[src/rtl/keccak_seq_pkg.sv]
// Shared state encoding and step/round constants for the Keccak round sequencer.
// The default step order follows the theta..iota chain of one permutation round.
package keccak_seq_pkg;

    typedef enum logic [2:0] {
        S_IDLE      = 3'd0,
        S_SELECT    = 3'd1,
        S_LAUNCH    = 3'd2,
        S_ACK       = 3'd3,
        S_RUN       = 3'd4,
        S_ADVANCE   = 3'd5,
        S_ROUND_END = 3'd6,
        S_DONE      = 3'd7
    } seq_state_e;

    localparam int STEP_THETA = 0;
    localparam int STEP_RHO   = 1;
    localparam int STEP_PI    = 2;
    localparam int STEP_CHI   = 3;
    localparam int STEP_IOTA  = 4;

    localparam int DEFAULT_ROUNDS = 24;

endpackage

[src/rtl/seq_watchdog.sv]
// Per-step watchdog: cleared at launch, counts while enabled, flags expiry
// on the TIMEOUT-th counted cycle. TIMEOUT of zero never expires.
module seq_watchdog #(
    parameter int TIMEOUT = 255
) (
    input  logic i_clk,
    input  logic i_rst,
    input  logic i_clr,
    input  logic i_en,
    output logic o_expire
);

    localparam int CW = (TIMEOUT < 2) ? 1 : $clog2(TIMEOUT);

    logic [CW-1:0] r_cnt;

    always_ff @(posedge i_clk) begin
        if (i_rst || i_clr) begin
            r_cnt <= '0;
        end else if (i_en) begin
            r_cnt <= r_cnt + CW'(1);
        end
    end

    assign o_expire = (TIMEOUT != 0) && i_en && (r_cnt == CW'(TIMEOUT - 1));

endmodule

[src/rtl/keccak_round_sequencer.sv]
// Round sequencer: walks enabled step units in index order once per round,
// with per-step watchdog, abort and round/step index outputs.
module keccak_round_sequencer
    import keccak_seq_pkg::*;
#(
    parameter int N_STEPS    = 5,
    parameter int MAX_ROUNDS = DEFAULT_ROUNDS,
    parameter int RND_W      = 5,
    parameter int TIMEOUT    = 255
) (
    input  logic                       i_clk,
    input  logic                       i_rst,
    input  logic                       i_start,
    input  logic [RND_W-1:0]           i_num_rounds,
    input  logic [N_STEPS-1:0]         i_step_mask,
    input  logic                       i_abort,
    input  logic [N_STEPS-1:0]         i_step_ready,
    output logic                       o_ready,
    output logic                       o_busy,
    output logic                       o_done,
    output logic                       o_error,
    output logic [N_STEPS-1:0]         o_step_start,
    output logic                       o_cnt_up,
    output logic [RND_W-1:0]           o_round_idx,
    output logic [$clog2(N_STEPS)-1:0] o_step_idx,
    output logic                       o_last_round
);

    localparam int SW = $clog2(N_STEPS);

    seq_state_e         r_state;
    seq_state_e         w_next;
    logic [SW-1:0]      r_step;
    logic [RND_W-1:0]   r_round;
    logic [RND_W-1:0]   r_rounds_q;
    logic [N_STEPS-1:0] r_mask_q;
    logic               r_err;

    logic               w_accept;
    logic               w_expire;
    logic               w_wd_en;
    logic               w_wd_clr;
    logic               w_cur_ready;
    logic               w_last_step;
    logic               w_last_round;
    logic [RND_W-1:0]   w_rounds_clamped;

    assign w_accept     = (r_state == S_IDLE) && i_start;
    assign w_wd_en      = (r_state == S_ACK) || (r_state == S_RUN);
    assign w_wd_clr     = (r_state == S_LAUNCH);
    assign w_cur_ready  = i_step_ready[r_step];
    assign w_last_step  = (r_step == SW'(N_STEPS - 1));
    assign w_last_round = (r_round == r_rounds_q - RND_W'(1));

    assign w_rounds_clamped = (i_num_rounds > RND_W'(MAX_ROUNDS)) ?
                              RND_W'(MAX_ROUNDS) : i_num_rounds;

    seq_watchdog #(
        .TIMEOUT (TIMEOUT)
    ) u_watchdog (
        .i_clk    (i_clk),
        .i_rst    (i_rst),
        .i_clr    (w_wd_clr),
        .i_en     (w_wd_en),
        .o_expire (w_expire)
    );

    always_ff @(posedge i_clk) begin
        if (i_rst) begin
            r_state <= S_IDLE;
        end else begin
            r_state <= w_next;
        end
    end

    // Abort outranks every transition, the watchdog outranks unit progress.
    always_comb begin
        w_next = r_state;
        if (r_state != S_IDLE && i_abort) begin
            w_next = S_IDLE;
        end else begin
            unique case (r_state)
                S_IDLE: begin
                    if (i_start) begin
                        w_next = (i_num_rounds == '0) ? S_DONE : S_SELECT;
                    end
                end
                S_SELECT:    w_next = r_mask_q[r_step] ? S_LAUNCH : S_ADVANCE;
                S_LAUNCH:    w_next = S_ACK;
                S_ACK: begin
                    if (w_expire) begin
                        w_next = S_IDLE;
                    end else if (!w_cur_ready) begin
                        w_next = S_RUN;
                    end
                end
                S_RUN: begin
                    if (w_expire) begin
                        w_next = S_IDLE;
                    end else if (w_cur_ready) begin
                        w_next = S_ADVANCE;
                    end
                end
                S_ADVANCE:   w_next = w_last_step ? S_ROUND_END : S_SELECT;
                S_ROUND_END: w_next = w_last_round ? S_DONE : S_SELECT;
                S_DONE:      w_next = S_IDLE;
                default:     w_next = S_IDLE;
            endcase
        end
    end

    always_comb begin
        o_ready      = (r_state == S_IDLE);
        o_busy       = (r_state != S_IDLE);
        o_done       = (r_state == S_DONE);
        o_cnt_up     = (r_state == S_ROUND_END);
        o_step_start = '0;
        if (r_state == S_LAUNCH) begin
            o_step_start[r_step] = 1'b1;
        end
        o_error      = r_err;
        o_round_idx  = r_round;
        o_step_idx   = r_step;
        o_last_round = (r_state != S_IDLE) && w_last_round;
    end

    always_ff @(posedge i_clk) begin
        if (i_rst) begin
            r_rounds_q <= '0;
            r_mask_q   <= '0;
            r_round    <= '0;
            r_step     <= '0;
            r_err      <= 1'b0;
        end else if (w_accept) begin
            r_rounds_q <= w_rounds_clamped;
            r_mask_q   <= i_step_mask;
            r_round    <= '0;
            r_step     <= '0;
            r_err      <= 1'b0;
        end else if (!i_abort) begin
            if (w_expire) begin
                r_err <= 1'b1;
            end
            if (r_state == S_ADVANCE) begin
                r_step <= w_last_step ? '0 : r_step + SW'(1);
            end
            if (r_state == S_ROUND_END && !w_last_round) begin
                r_round <= r_round + RND_W'(1);
            end
        end
    end

endmodule
[config.mk]
export PLATFORM = sky130hd
export DESIGN_NAME = keccak_round_sequencer
export DESIGN_NICKNAME = d
export VERILOG_FILES = /design/src/rtl/keccak_seq_pkg.sv /design/src/rtl/seq_watchdog.sv /design/src/rtl/keccak_round_sequencer.sv
export SDC_FILE = /design/constraint.sdc
export NUM_CORES = 1
export LEC_CHECK = 0
export BUFFER_PORTS_ARGS = -buffer_cell sky130_fd_sc_hd__buf_2
export CAP_MARGIN = 20
export CORE_MARGIN = 3
export CORE_UTILIZATION = 25
export CTS_CLUSTER_SIZE = 40
export DETAILED_ROUTE_END_ITERATION = 10
export GPL_ROUTABILITY_DRIVEN = 1
export SLEW_MARGIN = 40
export SYNTH_ARGS = -nofsm -noshare
export SYNTH_HDL_FRONTEND = slang
export SYNTH_SLANG_ARGS = --single-unit
export TNS_END_PERCENT = 20
[constraint.sdc]
create_clock -name i_clk -period 2.6 [get_ports i_clk]
set_clock_uncertainty 0.1 [all_clocks]
set_input_delay 0.39 -clock i_clk [delete_from_list [all_inputs] [get_ports i_clk]]
set_output_delay 0.39 -clock i_clk [all_outputs]
set_load 0.01 [all_outputs]
; ---- Yosys cells after proc, flatten, opt, wreduce, memory -nomap -nowiden
; Index checks and enable logic that the tools add are counted.
[word_totals]
reg_bits = 30
input_bits = 19
out_inout_bits = 19
elab_cells = 65
[classes]
add_sub_neg = 4
order_cmp = 3
eq_ne = 13
n_mux = 19
n_bitwise = 1
reduce_logical = 18
[ops]
columns = op, n
row1 = two-way mux 3 bit, 10
row2 = one-hot mux 3 bit (8 select lines), 1
row3 = == test 3 bit (second input constant), 5
row4 = two-way mux 5 bit, 2
row5 = adder 8 x 1 -> 8 bit (second input constant), 1
row6 = == test 8 bit (second input constant), 1
row7 = binary-select mux 1 bit (select 3 bit), 2
row8 = == test 3 x 2 -> 1 bit (second input constant), 2
row9 = logical AND 1 bit, 6
row10 = inequality test 3 x 2 -> 1 bit (second input constant), 2
row11 = AND reduction 2 bit, 3
row12 = adder 5 x 1 -> 5 bit (second input constant), 1
row13 = == test 5 bit, 1
row14 = > comparator 5 bit (second input constant), 1
row15 = zero test 5 bit, 1
row16 = subtractor 5 x 1 -> 5 bit (second input constant), 1
row17 = less-than comparator 3 x 4 -> 1 bit (second input constant), 1
row18 = OR reduction 2 bit, 2
row19 = adder 3 x 1 -> 3 bit (second input constant), 1
row20 = demux 1 bit (select 3 bit), 1
row21 = == test 3 x 1 -> 1 bit (second input constant), 1
row22 = greater-or-equal comparator 3 x 1 -> 1 bit (second input constant), 1
row23 = zero test 3 bit, 1
row24 = two-way mux 1 bit, 3
row25 = 6 further kinds, 7

; ---- Depth between registers and ports, before layout
[logic_depth]
ltp_word = 5
depth_mapped = 7
ltp_nobuf = 7

; ---- By module
; From an unflattened synthesis, not the netlist that was laid out.
[unflattened]
hier_cells = 223
hier_area_um2 = 1744.2
[by_module_without_submodules]
columns = module, instances, cells_per_inst, area_each_um2, seq_area_each_um2
row1 = keccak_round_sequencer, 1, 181, 1375.1, 440.4
row2 = seq_watchdog, 1, 42, 369.1, 160.2

; ---- Worst setup path before layout
; No wires, ideal clock.
[synth_timing]
path_type = register to output
from = register r_rounds_q[0]
to = output o_last_round
arrival_ns = 1.687
required_ns = 2.110
slack_ns = 0.423
stages_incl_launch_ff = 7
n_path_buf = 0
cell_sequence = dfxtp_1 inv_1 ha_1 nor2b_1 or3_4 a311o_1 nor2_1
[synth_between]
elab_chain_cells = 3
[synth_lines]
columns = item, line
row1 = from (decl), keccak_round_sequencer.sv:35  ; logic [RND_W-1:0] r_rounds_q;
row2 = from (signal assigned), keccak_round_sequencer.sv:135  ; r_rounds_q <= w_rounds_clamped;
row3 = subtractor 5 x 1 -> 5 bit, keccak_round_sequencer.sv:53  ; assign w_last_round = (r_round == r_rounds_q - RND_W'(1));
row4 = == test 5 bit, keccak_round_sequencer.sv:53
row5 = logical AND 1 bit, keccak_round_sequencer.sv:124  ; o_last_round = (r_state != S_IDLE) && w_last_round;
row6 = to (decl), keccak_round_sequencer.sv:26  ; output logic o_last_round
; No other way between the ends.

; ---- Worst setup path in the final report
; Ends and elaborated chain as after synthesis.

==> results.md <==
* Largest net degree at the start of global routing at 19
* Syn nets at ~260
* CP Launch Type: flop
* Slew HR at 0.6300
* DR WL/cell at approximately 12 µm
* Clock Latency Late Sink at roughly 280 ps
* # rows at 30
* Final GP Congestion at between 0.7 and 0.8
* GR Util met1 at 0.1536
* Worst reg2reg endpoint: r_state[2]
* Max FO, Critical Path at 4
* Netlist cell types at 45
* Measured slew at the worst slew-check pin at approximately 550 ps
* Endpoint type of the worst setup path: output port
* Post-DRT Antenna Nets at 0
* Initial Util at 0.2603
* Async set or reset register ratio after synthesis at 0
* Synthesized area at ~1800 µm²
* Dpl hpwl at 3335 µm
* CTS buffer count at 5
* Layout Nets at around 300
* Max clock buf depth at 2
* Setup CP Type: reg -> out
* CTS tree: yes
* Worst Hold Launch: i_step_mask[1]
* Sequential fraction of the synthesis area at 0.3359
* Yosys warns at 0
* Worst Hold Depth at 3
* Power density over the cells at 667.8 nW/µm²
* Status: finished clean
* Count of final setup violators at 0
* Hold_buf cts at 0
* Final Hold Viols at 0
* Die footprint at ~8200 µm²
* # clock sinks at 30
* Worst setup margin at 104.6 ps
* Met2 usage at 0.1538
* DRT Pass-1 Iters at 4
* Yosys reg bits at 30
* Gr ovfl total at 0
* Hold/Removal Path Class: in -> reg
* Total Routed Length at 4422 µm
* H-tree depth at 2
* Number of synthesized flops with an enable pin at 0
* Gr busiest metal: met2
* Syn avg cell area at 7.774 µm²
* Met3 usage at 0.03333
* Worst endpoint required time at around 2100 ps
* Vias/cell at ~4.7
* Area Growth Syn to Fin at 24.84%
* Clock Pin Slew Worst Setup and Hold Paths at approximately 70 ps
* First-pass GRT wire length at just over 7000 µm
* Ports at 38
* Pre-CTS WS at about 260 ps
* Total number of vias at ~1700
* Fmax at approximately 400 MHz
* Number of global-route vias before repair at between 1000 and 1500
* Final Cell Area at 2232 µm²
* Hold endpoint: r_mask_q[1]
* Ys flop type: dfxtp_1
* R2R cell count at 9
* Core Footprint at 6869 µm²
* Die Y at a little over 90 µm
* Reg-to-Reg Start: r_rounds_q[0]
* Clock root buffer: clkbuf_8
* Worst VDD drop at 210.6 µV
* Layout cell share with drive strength beyond 1 at 0.2381
* RSZ-0062 raised after global routing: false
* Critical path data arrival time at roughly 2000 ps
* Leakage power at 0.0008690 µW
* PortBufs at 37
* Hold slack at 236.4 ps
* Tmin final at between 2000 and 2500 ps
* DRC Markers at 0
* DRT iter0 DRCs at 63
* Final Max Tran Viols at 0
* Initial antenna violation count at 0
* Die W at about 91 µm
* Worst reg-to-reg setup slack at about 400 ps
* Total track usage at 0.1086
* DP Area at between 2000 and 2500 µm²
* Tcrit/Tclk final at 0.9598
* Diode count at 0
* Post-Synthesis Cells at between 200 and 250
* Max-cap viol count at 0
* Fin Setup TNS at 0 ps
==> cells in the mapped netlist, types with 2 or more instances <==
master,instances,share of area
o21ai_0,6,0.017
mux2_2,2,0.013
buf_2,4,0.011
o22ai_1,3,0.010
nor3_1,4,0.011
nor2_1,29,0.061
nor3b_1,2,0.0084
inv_1,9,0.019
nor4_1,5,0.017
nand3b_1,3,0.013
dfxtp_1,30,0.34
nand2b_1,2,0.0070
nor2b_1,5,0.017
nand2_1,35,0.073
a21oi_1,21,0.059
ha_1,6,0.042
nand3_1,10,0.028
o311ai_0,2,0.0098
or4_1,2,0.0084
xnor2_1,8,0.039
a2bb2oi_1,2,0.0098
and3b_1,2,0.0098
o31ai_1,4,0.017
mux2i_1,5,0.028
xor2_1,3,0.015
or3_1,2,0.0070
clkbuf_1,6,0.013
==> cell type report <==
cell class | instances | area (µm²)
Inverter | 9 | 33.78
Sequential cell | 30 | 605.6
Clock buffer | 5 | 68.82
Clock inverter | 3 | 45.04
Timing Repair Buffer | 45 | 245.2
Multi-Input combinational cell | 181 | 1114
Tap cell | 96 | 120.1
Fill cell | 727 | 4637
==> how the worst max path moves through the flow <==
stage          cells after the start           end           from
2_1_floorplan                      6  o_last_round  r_rounds_q[0]
3_3_place_gp                       7  o_last_round  r_rounds_q[0]
3_5_place_dp                       7  o_last_round  r_rounds_q[0]
4_1_cts                            7  o_last_round  r_rounds_q[0]
5_1_grt                            7  o_last_round  r_rounds_q[0]
6_report                           7  o_last_round  r_rounds_q[0]
==> worst max-delay path: stages, from the launching register on <==
cell     delay, ps
dfxtp_4        350
inv_1           40
ha_2           190
nor2b_1        130
or3_4          330
a311o_1        400
nor2_1         130
buf_2          140
==> metrics by stage <==
| stage | power (µW) | utilization | std cells |
|---|---|---|---|
| final | 1491 | 0.3250 | 369 |
| after global placement | 1002 | 0.3029 | 357 |
| after floorplan | 885.5 | - | 230 |
| after global routing | 1591 | 0.3250 | 369 |
| after detailed placement | 1014 | 0.3029 | 357 |
| after CTS | 1495 | 0.3197 | 365 |
==> sequential cells by signal, summed over array words and instances, names as in the netlist <==
signal,count
u_watchdog.r_cnt,8
o_step_idx,3
o_round_idx,5
r_rounds_q,5
r_state,3
o_error,1
r_mask_q,5
==> cell families (layout without fill, tap and decap cells) <==
group / after synthesis / in the layout / share of synthesized area
compound gates: 49 / 49 / 0.1883
mux: 7 / 7 / 0.04059
simple gates: 108 / 108 / 0.2967
fa+ha+maj: 6 / 6 / 0.04199
flops: 30 / 30 / 0.3359
xor+xnor: 11 / 11 / 0.05389
buf+inv: 19 / 62 / 0.04269
==> repair_timing <==
action | CTS | global route
buffers inserted | 0 | 4
hold endpoints to repair | 0 | 0
gates resized for setup | 1 | 3
pin swaps | 1 | 3
endpoints found under the setup margin | 1 | 1
==> where the power goes <==
| group | internal [µW] | total, µW | switching, µW |
|---|---|---|---|
| logic | 188 | 442 | 254 |
| clock network | 285 | 477 | 192 |
| registers | 505 | 571 | 66.5 |
==> cells in the final DEF (no fill, tap or decap), types with 3 or more instances in the layout <==
master / n
nand3_1: 10
inv_1: 9
buf_4: 8
nor2_1: 29
ha_1: 5
xnor2_1: 8
a21oi_1: 21
clkbuf_8: 5
buf_2: 37
nand3b_1: 3
nor3_1: 4
o31ai_1: 4
nand2_1: 35
mux2i_1: 5
dfxtp_1: 28
xor2_1: 3
o22ai_1: 3
o21ai_0: 6
nor2b_1: 5
nor4_1: 5
==> per-layer routing <==
metal | up-vias | wire length [µm]
li1 | 902 | -
met1 | 786 | 2200
met2 | 43 | 1912
met3 | 5 | 261
met4 | 0 | 46
met5 | - | 0
(Power assumes the default switching activity.)
